### src/rtl/ghyston_mem_pkg.sv
// Shared types for the cpu_2432 data-memory bridge: FSM states, lane index,
// byte width and a lowest-set-lane helper.
package ghyston_mem_pkg;

  localparam int unsigned BYTE_W = 8;

  typedef logic [1:0] lane_t;

  typedef enum logic [1:0] {
    ST_IDLE,
    ST_RD,
    ST_WR,
    ST_DONE
  } state_t;

  // Lowest lane whose mask bit is set; lane 0 when the mask is empty.
  function automatic lane_t first_lane(input logic [3:0] mask);
    lane_t r;
    r = '0;
    for (int unsigned i = 0; i < 4; i++) begin
      if (mask[3 - i]) r = lane_t'(3 - i);
    end
    return r;
  endfunction

endpackage

### src/rtl/ram_bridge_2432_sram_byte_cycle.sv
// One SRAM byte access: holds strobes for WAIT_STATES+1 cycles after i_start
// and flags the final cycle on o_last.
module sram_byte_cycle #(
  parameter int unsigned WAIT_STATES = 1
) (
  input  logic i_clk,
  input  logic i_rstb,
  input  logic i_start,
  input  logic i_write,
  output logic o_last,
  output logic o_ce_b,
  output logic o_oe_b,
  output logic o_we_b,
  output logic o_doe
);

  localparam int unsigned CW = (WAIT_STATES > 0) ? $clog2(WAIT_STATES + 1) : 1;

  logic          busy_q;
  logic          wr_q;
  logic [CW-1:0] cnt_q;

  assign o_last = busy_q && (cnt_q == CW'(WAIT_STATES));
  assign o_ce_b = ~busy_q;
  assign o_oe_b = ~(busy_q & ~wr_q);
  assign o_we_b = ~(busy_q & wr_q);
  assign o_doe  = busy_q & wr_q;

  // A start arriving on the last cycle chains straight into the next lane.
  always_ff @(posedge i_clk) begin
    if (!i_rstb) begin
      busy_q <= 1'b0;
      wr_q   <= 1'b0;
      cnt_q  <= '0;
    end else if (i_start) begin
      busy_q <= 1'b1;
      wr_q   <= i_write;
      cnt_q  <= '0;
    end else if (o_last) begin
      busy_q <= 1'b0;
      cnt_q  <= '0;
    end else if (busy_q) begin
      cnt_q  <= cnt_q + 1'b1;
    end
  end

endmodule

### src/rtl/ram_bridge_2432.sv
// Serialises cpu_2432 32-bit data accesses onto an 8-bit async SRAM and stalls
// the CPU via o_cpu_clk_en. Optional read buffer: RAM_BRIDGE_READ_BUF_EN.
module ram_bridge_2432
  import ghyston_mem_pkg::*;
#(
  parameter int unsigned WAIT_STATES = 1,
  parameter int unsigned ADDR_W      = 26
) (
  input  logic              i_clk,
  input  logic              i_rstb,
  input  logic              i_clk_en,
  output logic              o_cpu_clk_en,
  input  logic [23:0]       i_daddr,
  input  logic [31:0]       i_dout,
  input  logic              i_ram_rd,
  input  logic [3:0]        i_ram_wr,
  output logic [31:0]       o_din,
  output logic [ADDR_W-1:0] o_sram_addr,
  output logic [BYTE_W-1:0] o_sram_dout,
  output logic              o_sram_doe,
  input  logic [BYTE_W-1:0] i_sram_din,
  output logic              o_sram_ce_b,
  output logic              o_sram_oe_b,
  output logic              o_sram_we_b
);

  state_t      state_q, state_d;
  logic [23:0] daddr_q;
  logic [31:0] dout_q;
  logic [3:0]  pending_q, pending_d;

  logic        start, start_wr, byte_last;
  lane_t       start_lane, cur_lane;
  logic [3:0]  remaining;
  logic [23:0] src_addr;
  logic [31:0] src_data;
  logic        req_wr, req_rd, buf_hit;

  assign req_wr    = |i_ram_wr;
  assign req_rd    = i_ram_rd & ~req_wr;
  assign cur_lane  = first_lane(pending_q);
  assign remaining = pending_q & ~(4'b0001 << cur_lane);

  sram_byte_cycle #(.WAIT_STATES(WAIT_STATES)) u_byte (
    .i_clk   (i_clk),
    .i_rstb  (i_rstb),
    .i_start (start),
    .i_write (start_wr),
    .o_last  (byte_last),
    .o_ce_b  (o_sram_ce_b),
    .o_oe_b  (o_sram_oe_b),
    .o_we_b  (o_sram_we_b),
    .o_doe   (o_sram_doe)
  );

  // pending_q holds the lanes still to visit, including the active one, so
  // reads (all lanes) and masked writes share one sequencer.
  always_comb begin
    state_d      = state_q;
    pending_d    = pending_q;
    start        = 1'b0;
    start_wr     = 1'b0;
    start_lane   = cur_lane;
    o_cpu_clk_en = 1'b0;
    src_addr     = daddr_q;
    src_data     = dout_q;
    case (state_q)
      ST_IDLE: begin
        o_cpu_clk_en = i_clk_en;
        src_addr     = i_daddr;
        src_data     = i_dout;
        if (req_wr) begin
          o_cpu_clk_en = 1'b0;
          start        = 1'b1;
          start_wr     = 1'b1;
          start_lane   = first_lane(i_ram_wr);
          pending_d    = i_ram_wr;
          state_d      = ST_WR;
        end else if (req_rd && !buf_hit) begin
          o_cpu_clk_en = 1'b0;
          start        = 1'b1;
          start_lane   = '0;
          pending_d    = 4'b1111;
          state_d      = ST_RD;
        end
      end
      ST_RD, ST_WR: begin
        if (byte_last) begin
          pending_d = remaining;
          if (remaining != '0) begin
            start      = 1'b1;
            start_wr   = (state_q == ST_WR);
            start_lane = first_lane(remaining);
          end else begin
            state_d = ST_DONE;
          end
        end
      end
      ST_DONE: begin
        o_cpu_clk_en = i_clk_en;
        if (i_clk_en) state_d = ST_IDLE;
      end
      default: state_d = ST_IDLE;
    endcase
  end

  always_ff @(posedge i_clk) begin
    if (!i_rstb) begin
      state_q     <= ST_IDLE;
      pending_q   <= '0;
      daddr_q     <= '0;
      dout_q      <= '0;
      o_sram_addr <= '0;
      o_sram_dout <= '0;
      o_din       <= '0;
    end else begin
      state_q   <= state_d;
      pending_q <= pending_d;
      if (state_q == ST_IDLE && start) begin
        daddr_q <= i_daddr;
        dout_q  <= i_dout;
      end
      if (start) begin
        o_sram_addr <= {src_addr[ADDR_W-3:0], start_lane};
        if (start_wr) o_sram_dout <= src_data[{start_lane, 3'b000} +: BYTE_W];
      end
      if (state_q == ST_RD && byte_last) begin
        o_din[{cur_lane, 3'b000} +: BYTE_W] <= i_sram_din;
      end
    end
  end

`ifdef RAM_BRIDGE_READ_BUF_EN
  logic        buf_valid_q;
  logic [23:0] buf_tag_q;

  assign buf_hit = buf_valid_q && (buf_tag_q == i_daddr);

  always_ff @(posedge i_clk) begin
    if (!i_rstb) begin
      buf_valid_q <= 1'b0;
      buf_tag_q   <= '0;
    end else if (state_q == ST_RD && state_d == ST_DONE) begin
      buf_valid_q <= 1'b1;
      buf_tag_q   <= daddr_q;
    end else if (state_q == ST_IDLE && req_wr && i_daddr == buf_tag_q) begin
      buf_valid_q <= 1'b0;
    end
  end
`else
  assign buf_hit = 1'b0;
`endif

endmodule

### config.mk
export PLATFORM = sky130hd
export DESIGN_NAME = ram_bridge_2432
export DESIGN_NICKNAME = d
export VERILOG_FILES = /design/src/rtl/ghyston_mem_pkg.sv /design/src/rtl/ram_bridge_2432_sram_byte_cycle.sv /design/src/rtl/ram_bridge_2432.sv
export SDC_FILE = /design/constraint.sdc
export NUM_CORES = 1
export LEC_CHECK = 0
export ABC_AREA = 1
export BUFFER_PORTS_ARGS = -buffer_cell sky130_fd_sc_hd__buf_4
export CAP_MARGIN = 20
export CORE_MARGIN = 1.5
export CORE_UTILIZATION = 35
export CTS_BUF_LIST = sky130_fd_sc_hd__clkbuf_16
export CTS_CLUSTER_DIAMETER = 40
export CTS_CLUSTER_SIZE = 25
export DETAILED_ROUTE_END_ITERATION = 7
export PLACE_DENSITY = 0.53
export SYNTH_ARGS = -nofsm -noshare
export SYNTH_HDL_FRONTEND = slang
export SYNTH_SLANG_ARGS = --single-unit
### constraint.sdc
create_clock -name i_clk -period 2.82 [get_ports i_clk]
set_input_delay 0 -clock i_clk [delete_from_list [all_inputs] [get_ports i_clk]]
set_output_delay 0 -clock i_clk [all_outputs]
set_load 0.005 [all_outputs]
## After elaboration in Yosys (flattened, before gate mapping)

Index checks and enable logic that the tools add are counted.

| cells by class | value |
|---|---|
| add/subtract/negate cells | 2 |
| multiplexer cells | 44 |
| bitwise operators | 11 |
| shift-type cells | 4 |
| equal/unequal tests | 7 |
| reduce and logical (&&, ||, !) cells | 13 |

Operator list:

| cell | count |
|---|---|
| $mux W2 | 21 |
| $bwmux W32 | 1 |
| $mux W32 | 1 |
| $shift A8 B7 Y32 const A | 1 |
| $shiftx A32 B6 Y8 | 1 |
| $shiftx A8 B7 Y32 | 1 |
| $mux W24 | 1 |
| $mux W4 | 3 |
| $mux W1 | 11 |
| $pmux W4 S2 | 1 |
| $neg A5 Y7 | 1 |
| $ne A2 B2 Y1 const B | 3 |
| $not A1 Y1 | 6 |
| $pmux W1 S2 | 3 |
| $pmux W2 S3 | 1 |
| $and A4 B4 Y4 | 1 |
| $eq A2 B2 Y1 const B | 2 |
| $not A4 Y4 | 1 |
| $pmux W2 S2 | 1 |
| $reduce_and A4 Y1 | 1 |
| $reduce_bool A2 Y1 | 2 |
| $reduce_bool A4 Y1 | 1 |
| $reduce_or A4 Y1 | 1 |
| $shl A1 B2 Y4 const A | 1 |
| 10 further kinds | 14 |

| storage, ports and cells | value |
|---|---|
| register bits | 131 |
| logic and storage cells | 91 |

## Depth between registers and ports, before layout

Gate-level depths: netlist of run 1.

| depth | value |
|---|---|
| word-level depth | 15 |
| gate-level depth with buffers | 21 |

## Hierarchy

From an unflattened synthesis of run 1, not the netlist that was laid out.

| second synthesis, totals | value |
|---|---|
| cell total of the unflattened synthesis | 796 |
| area total of the unflattened synthesis | 6,150.9 um^2 |

By module, submodules not included:

| module | area each (um^2) | sequential area each (um^2) | times used | cells each |
|---|---|---|---|---|
| ram_bridge_2432 | 6,020.8 | 2,562.5 | 1 | 776 |
| sram_byte_cycle | 130.1 | 60.1 | 1 | 20 |

## Worst setup path before layout of run 1

No wires, ideal clock.

| path | value |
|---|---|
| kind | register to register |
| start | register pending_q[2] |
| end | register o_sram_dout[7] |
| clock period less this slack | 2.288 ns |
| data arrival time | 2.179 ns |
| setup slack | 0.532 ns |
| data required time | 2.711 ns |
| stages on the path, launching flop included | 21 |
| cell sequence | dfxtp_1 > inv_1 > nand2_1 > nand2_1 > nand2_2 > buf_1 > ha_1 > inv_1 > nand2_1 > nand3_2 > nand2_1 > nand2_1 > nand3_1 > nand2_2 > nand2_4 > buf_6 > nand2_1 > nand3_1 > nand3_1 > nand2_1 > inv_1 |

| on the way | value |
|---|---|
| cells in the longest elaborated chain, start to end | 14 |
| elaborated cells on any way between the ends | 24 |
| classes of those cells | 2 x shift; 18 x mux; 2 x bitwise; 2 x reduce/logical |

RTL lines:

| element | line | RTL |
|---|---|---|
| from (decl) | ram_bridge_2432.sv:30 | `logic [3:0] pending_q, pending_d;` |
| from (signal assigned) | ram_bridge_2432.sv:118 | `pending_q <= pending_d;` |
| $mux W2 (3 in a row) | ghyston_mem_pkg.sv:21 | `if (mask[3 - i]) r = lane_t'(3 - i);` |
| $shl A1 B2 Y4 | ram_bridge_2432.sv:42 | `assign remaining = pending_q & ~(4'b0001 << cur_lane);` |
| $not A4 Y4 | ram_bridge_2432.sv:42 |  |
| $and A4 B4 Y4 | ram_bridge_2432.sv:42 |  |
| $mux W2 (4 in a row) | ghyston_mem_pkg.sv:21 |  |
| $mux W2 | ram_bridge_2432.sv:90 | `if (remaining != '0) begin` |
| $mux W2 | ram_bridge_2432.sv:88 | `if (byte_last) begin` |
| $pmux W2 S2 | ram_bridge_2432.sv:67 | `case (state_q)` |
| $shiftx A32 B6 Y8 | ram_bridge_2432.sv:125 | `if (start_wr) o_sram_dout <= src_data[{start_lane, 3'b000} +: BYTE_W];` |
| to (signal assigned) | ram_bridge_2432.sv:125 |  |
| to (decl) | ram_bridge_2432.sv:19 | `output logic [BYTE_W-1:0] o_sram_dout,` |

Parallel ways exist; a longest one is shown, timed or not.
A chain may end at the register's enable or synchronous reset.

## Worst setup path in the final report of run 1

| path | value |
|---|---|
| start | register pending_q[2] |
| end | register o_sram_addr[13] |

| on the way | value |
|---|---|
| cells in the longest elaborated chain, start to end | 10 |

RTL lines:

| element | line | RTL |
|---|---|---|
| $mux W2 (3 in a row) | ghyston_mem_pkg.sv:21 |  |
| $shl A1 B2 Y4 | ram_bridge_2432.sv:42 |  |
| $not A4 Y4 | ram_bridge_2432.sv:42 |  |
| $and A4 B4 Y4 * | ram_bridge_2432.sv:42 |  |
| $reduce_bool A4 Y1 * | ram_bridge_2432.sv:90 |  |
| $mux W1 * | ram_bridge_2432.sv:90 |  |
| $mux W1 * | ram_bridge_2432.sv:88 |  |
| $pmux W1 S2 * | ram_bridge_2432.sv:67 |  |
| to (signal assigned) | ram_bridge_2432.sv:124 | `o_sram_addr <= {src_addr[ADDR_W-3:0], start_lane};` |
| to (decl) | ram_bridge_2432.sv:18 | `output logic [ADDR_W-1:0] o_sram_addr,` |

Mark *: on every way between the ends. The rest lies on a longest branch, timed or not.

==> results of run 1 <==
[stage by stage]
step	hold slack (ns)	total power [mW]	instances
final	0.0262	8.65	1228
after CTS	0.0178	8.70	1228
after global placement	0.245	6.29	1132
after floorplan	0.0831	5.21	797
after global routing	0.0371	9.33	1228
after detailed placement	0.246	6.27	1132
[cell usage after synthesis (all sizes together)]
cell / n
a211oi: 1
a21oi: 85
a22oi: 10
a31oi: 24
buf: 27
clkbuf: 19
dfxtp: 131
ha: 13
inv: 56
mux2i: 31
nand2: 186
nand3: 85
nand4: 1
nor2: 75
nor3: 3
nor4: 2
o21ai: 45
o21bai: 1
o22ai: 1
or2: 1
[worst max path at each step]
| stage | end | slack, ns | depth (start not counted) | startpoint |
|---|---|---|---|---|
| after floorplan | o_sram_dout[7] | 0.53 | 20 | pending_q[2] |
| after global placement | o_sram_dout[3] | 0.27 | 19 | pending_q[2] |
| after detailed placement | o_sram_dout[3] | 0.27 | 18 | pending_q[1] |
| after CTS | o_sram_dout[3] | 0.23 | 18 | pending_q[1] |
| after global routing | o_sram_addr[17] | 0.05 | 16 | pending_q[2] |
| final | o_sram_addr[13] | 0.37 | 16 | pending_q[2] |
[state kept, by name, summed over array words and instances (netlist names), 2 cells and up]
name and flops:
pending_q 4, state_q 2, o_sram_dout 8, o_sram_addr 26, o_din 32, daddr_q 24
dout_q 32
[final cells by class]
class	count	area, um^2
Clock buffer	17	425
Clock inverter	15	188
Multi-Input combinational cell	564	2910
Sequential cell	131	2620
Timing Repair Buffer	225	1860
Tap cell	220	275
Inverter	56	214
Fill cell	1652	8150
[critical path, stage by stage (launching register included)]
cell                      delay, ns
sky130_fd_sc_hd__dfxtp_1       0.35
sky130_fd_sc_hd__inv_1         0.06
sky130_fd_sc_hd__nand2_1       0.05
sky130_fd_sc_hd__nand2_1       0.07
sky130_fd_sc_hd__nand2_2       0.15
sky130_fd_sc_hd__inv_1         0.14
sky130_fd_sc_hd__ha_1          0.22
sky130_fd_sc_hd__inv_1         0.05
sky130_fd_sc_hd__nand2_1       0.07
sky130_fd_sc_hd__nand3_2       0.13
sky130_fd_sc_hd__nand3_2       0.09
sky130_fd_sc_hd__nand2_2       0.10
sky130_fd_sc_hd__nand2_4       0.12
sky130_fd_sc_hd__nor2_4        0.14
sky130_fd_sc_hd__buf_4         0.30
sky130_fd_sc_hd__nand2_1       0.13
sky130_fd_sc_hd__a31oi_1       0.19
[cell families after synthesis]
logic type / synth area share
AO/OA/AOI/OAI: 0.152
AND/OR/NAND/NOR: 0.252
adder cells (fa/ha/maj): 0.0272
multiplexers: 0.0519
buffers and inverters: 0.0790
flip-flops: 0.438
[layer usage]
layer | track usage | up-vias | routed length [um] | part of all wire
li1 | - | 3051 | - | -
met3 | 0.0514 | 18 | 1060 | 0.058
met1 | 0.278 | 2789 | 8440 | 0.47
met4 | 0.0543 | 0 | 225 | 0.012
met5 | 0 | - | 0 | 0
met2 | 0.323 | 174 | 8350 | 0.46
[power breakdown]
| part | internal, mW | switching [mW] |
|---|---|---|
| sequential | 2.34 | 0.272 |
| combinational | 1.39 | 2.34 |
| clock | 1.47 | 0.842 |
| total | 5.20 | 3.45 |
[what timing repair did]
action,4_1_cts,5_1_grt
gates resized for setup,0,3
hold endpoints to repair,99,0
setup endpoints to repair,0,9
hold buffers,64,0
buffers inserted,0,0
==> flow_summary.ini, run 1 <==
[yosys]
synth_top_area_cell = sky130_fd_sc_hd__dfxtp_1
synth.avg_cell_area_um2 = 7.51
post_synth_num_cell_types = 32
ys_top_cells_by_area = sky130_fd_sc_hd__dfxtp_1, sky130_fd_sc_hd__nand2_1, sky130_fd_sc_hd__a21oi_1
post-synth-top-area-fraction = 0.438
mappedNetlistArea_um2 = 5980
synth_seq_area_share = 0.438
synthesis.instances = 797
yosysWarnings = 0
syn-num-nets = 882
synth_seq_cells = 131

[cells_and_area]
mostFrequentLayoutCells = sky130_fd_sc_hd__nand2_1, sky130_fd_sc_hd__buf_4, sky130_fd_sc_hd__dfxtp_1
finish.net_count = 1080
design_area_um2 = 8490
final_util = 0.510
layout-area-overhead-vs-synth_pct = 41.9
post_route_cells_drive_above_1_share = 0.218
layout_commonest_cell = sky130_fd_sc_hd__nand2_1
ant_diodes = 0

[clock_network]
clk_path_buf_depth = 2
clock-sinks = 131
tritoncts = yes
clk_pin_slew_ns = 0.06
clock_latency_ns = 0.42
ctsRootBufferMaster = sky130_fd_sc_hd__clkbuf_16
htreeDepth = 4
cts_inserted_buffers = 17

[place]
dp_slack_ns = 0.274
gp_routability_congestion = 0.811
post-dp-hpwl_um = 11900
numPortBuffers = 142
placed_cell_area_um2 = 7220

[pwr]
power.density_nw_per_um2 = 1020
power.leakage_nw = 3.87
peakVddDrop_uv = 758

[timing]
post-route-worst-setup-slack_ns = 0.367
hold_viol_final = 0
finalSetupTns_ns = 0
final.min_clock_period_ns = 2.45
tightest_pin_transition_ns = 0.639
drv_slew = 0
finalClockSkew_ns = 0.00771
grt_setup_unrepaired = no
timing.final.setup_violations = 0
max_freq_ghz = 0.408
fin_crit_sh = 0.870
timing.max_slew.rel_slack = 0.573

[global_routing]
grt_start_max_net_pins = 56
groute.usage.overall = 0.205
grt_pass1_wl_um = 29100
grt_pass1_vias = 5579
antenna_found_initial = 0
grt_overflow_total = 0

[worst_hold_path]
holdCritStartpoint = i_rstb
capture_endpoint_of_the_worst_hold_path = o_din[21]
class_of_the_tightest_hold_or_removal_check = input pin to flop
holdPathStages = 3

[routing]
drtPass1Iterations = 5
drc_errors = 0
wire_per_inst_um = 14.7
routed-via-count = 6032
antenna_left = 0
wirelength_um = 18100
dr.first_iter.drc_count = 422
route.detailed.vias_per_inst = 4.91

[run_status]
run_status = finished, final reports clean

[floorplan]
die_area_um2 = 17900
number_of_top_level_design_ports = 143
placementRows = 47
die-width_um = 134
start_util = 0.360
floorplan.die.height_um = 134
core_region_area_um2 = 16600

[worst_setup_path]
element_type_at_the_critical_path_end = flop
cp_class = flop to flop
timing.critical_path.fanout_max = 24
rrSetupSlack_ns = 0.37
cp.required_ns = 3.17
r2r-start = pending_q[2]
ff2ff_path_depth = 16
cp-start-kind = flop
arrival_ns = 2.80
rr_endpoint = o_sram_addr[13]

[flow_run]
max_cap_violations = 0
No activity file was read; power rests on OpenSTA's default activity.
==> run 2: changes to the inputs <==
==> constraint.sdc (replaced) <==
create_clock -name i_clk -period 2.82 [get_ports i_clk]
set_input_delay 0.141 -clock i_clk [delete_from_list [all_inputs] [get_ports i_clk]]
set_output_delay 0.141 -clock i_clk [all_outputs]
set_load 0.005 [all_outputs]
==> flow_summary.ini, run 2 (synthesized netlist as in run 1, its figures left out) <==
[pwr]
power.leakage_nw = 3.73
peakVddDrop_uv = 564
power_switching_share = 0.410
internal_power_mw = 5.01
seqPwrFrac = 0.307
net-switching-power_mw = 3.48
power.density_nw_per_um2 = 1030
power.clock.fraction = 0.258
pwr-share-comb = 0.435

[worst_hold_path]
capture_endpoint_of_the_worst_hold_path = daddr_q[4]
holdPathStages = 3
holdCritStartpoint = i_daddr[4]
class_of_the_tightest_hold_or_removal_check = input pin to flop

[global_routing]
grt_pass1_wl_um = 28800
grt_pass1_vias = 5635
antenna_found_initial = 0
grt_start_max_net_pins = 53
groute.usage.overall = 0.203
grt_overflow_total = 0

[clock_network]
clk_path_buf_depth = 2
clk_pin_slew_ns = 0.06
clock_latency_ns = 0.42
htreeDepth = 4
ctsRootBufferMaster = sky130_fd_sc_hd__clkbuf_16
cts_inserted_buffers = 17
clock-sinks = 131
tritoncts = yes

[timing]
post-route-worst-setup-slack_ns = 0.325
finalClockSkew_ns = 0.00673
drv_slew = 0
timing.final.setup_violations = 0
fin_crit_sh = 0.885
hold_viol_final = 0
hold-worst-slack_ns = 0.0153
final.min_clock_period_ns = 2.50
tightest_pin_transition_ns = 0.935
max_freq_ghz = 0.401
timing.max_slew.rel_slack = 0.376
grt_setup_unrepaired = no
finalSetupTns_ns = 0

[floorplan]
die-width_um = 134
start_util = 0.360
placementRows = 47
number_of_top_level_design_ports = 143
floorplan.die.height_um = 134
die_area_um2 = 17900
core_region_area_um2 = 16600

[routing]
met3_wire_length_um = 842
dr.first_iter.drc_count = 393
wl_met2_um = 8040
route.detailed.vias_per_inst = 4.88
routed-via-count = 5859
drc_errors = 0
wirelength_um = 17700
wire_per_inst_um = 14.7
m1WireLength_um = 8580
antenna_left = 0
drtPass1Iterations = 5
dr.max_layer_used = met4

[place]
dp_slack_ns = 0.206
gp_routability_congestion = 0.830
post-dp-hpwl_um = 12000
numPortBuffers = 142

[cells_and_area]
layout_commonest_cell = sky130_fd_sc_hd__nand2_1
leading_registers_by_flop_count = dout_q x32, o_din x32, o_sram_addr x26
layout-area-overhead-vs-synth_pct = 36.9
ant_diodes = 0
n_fill_cell = 1689
mostFrequentLayoutCells = sky130_fd_sc_hd__nand2_1, sky130_fd_sc_hd__buf_4, sky130_fd_sc_hd__dfxtp_1
final_util = 0.492
post_route_cells_drive_above_1_share = 0.221
finish.net_count = 1053

[run_status]
run_status = finished, final reports clean

[worst_setup_path]
arrival_ns = 2.84
rrSetupSlack_ns = 0.32
ff2ff_path_depth = 16
rr_endpoint = daddr_q[13]
element_type_at_the_critical_path_end = flop
cp-start-kind = flop
cp.required_ns = 3.17
r2r-start = pending_q[1]
cp_class = flop to flop
timing.critical_path.fanout_max = 38

[flow_run]
max_cap_violations = 0
## run 2: changes by cell type in the layout (fill, tap and decap cells not counted)
| cell | previous run | this run |
|---|---|---|
| sky130_fd_sc_hd__buf_4 | 160 | 158 |
| sky130_fd_sc_hd__bufinv_16 | 4 | 2 |
| sky130_fd_sc_hd__clkinv_2 | 5 | 1 |
| sky130_fd_sc_hd__clkinv_4 | 2 | 5 |
| sky130_fd_sc_hd__clkinvlp_4 | 1 | 2 |
| sky130_fd_sc_hd__dlygate4sd3_1 | 64 | 39 |
| sky130_fd_sc_hd__inv_1 | 48 | 49 |
| sky130_fd_sc_hd__inv_8 | 0 | 1 |
## run 2: worst max-delay path by stage
stage | from | to | slack [ns] | depth (start not counted)
after detailed placement | pending_q[3] | o_sram_dout[3] | 0.21 | 18
after global routing | pending_q[3] | o_sram_dout[1] | 0.02 | 18
final | pending_q[1] | daddr_q[13] | 0.32 | 16
after global placement | pending_q[3] | o_sram_dout[4] | 0.16 | 18
after CTS | pending_q[3] | o_sram_dout[3] | 0.17 | 18
after floorplan | pending_q[2] | o_sram_dout[7] | 0.53 | 20
## run 2: layout make-up
type	instances	area [um^2]	area share
inverters	56	210	0.0256
multi-input cells	564	2910	0.355
clock buffers	17	425	0.0519
flip-flops and latches	131	2620	0.320
repair buffers	198	1600	0.195
clock inverters	15	160	0.0195
well taps	220	275	0.0336
## run 2: per-layer routing
layer | global-route usage | vias up
li1 | - | 2991
met3 | 0.0514 | 19
met1 | 0.276 | 2693
met4 | 0.0646 | 0
met2 | 0.314 | 156
met5 | 0 | -
## run 2: worst max-delay path: stages (launching register included)
cell and delay [ns]:
sky130_fd_sc_hd__dfxtp_1 0.40, sky130_fd_sc_hd__inv_1 0.08, sky130_fd_sc_hd__nand2_1 0.10, sky130_fd_sc_hd__nand2_2 0.12
sky130_fd_sc_hd__inv_1 0.18, sky130_fd_sc_hd__ha_1 0.17, sky130_fd_sc_hd__inv_1 0.04, sky130_fd_sc_hd__nand2_1 0.08
sky130_fd_sc_hd__nand3_2 0.15, sky130_fd_sc_hd__nand3_2 0.11, sky130_fd_sc_hd__nand2_2 0.07, sky130_fd_sc_hd__nand2_4 0.16
sky130_fd_sc_hd__nor2_4 0.06, sky130_fd_sc_hd__inv_2 0.06, sky130_fd_sc_hd__buf_4 0.39, sky130_fd_sc_hd__nand2_1 0.12
sky130_fd_sc_hd__a21oi_1 0.15
## run 2: what timing repair did
item,4_1_cts,5_1_grt
setup buffers,0,0
hold buffers,39,0
gates resized for setup,0,2
setup endpoints to repair,0,8
hold endpoints to repair,39,0
## run 2: stage by stage
stage          cell area [um^2]  power, mW  std cells
2_1_floorplan              5980       5.21        797
3_3_place_gp               7210       6.29       1130
3_5_place_dp               7210       6.27       1130
4_1_cts                    8180       8.54       1201
5_1_grt                    8200       9.17       1201
6_report                   8200       8.48       1201
## run 2: power groups by stage
stage | clock network (mW) | logic, mW | registers (mW)
floorplan | 0 | 2.62 | 2.59
global placement | 0 | 3.64 | 2.65
detailed placement | 0 | 3.63 | 2.64
CTS | 2.23 | 3.70 | 2.61
global route | 2.33 | 4.16 | 2.67
finish | 2.19 | 3.69 | 2.60
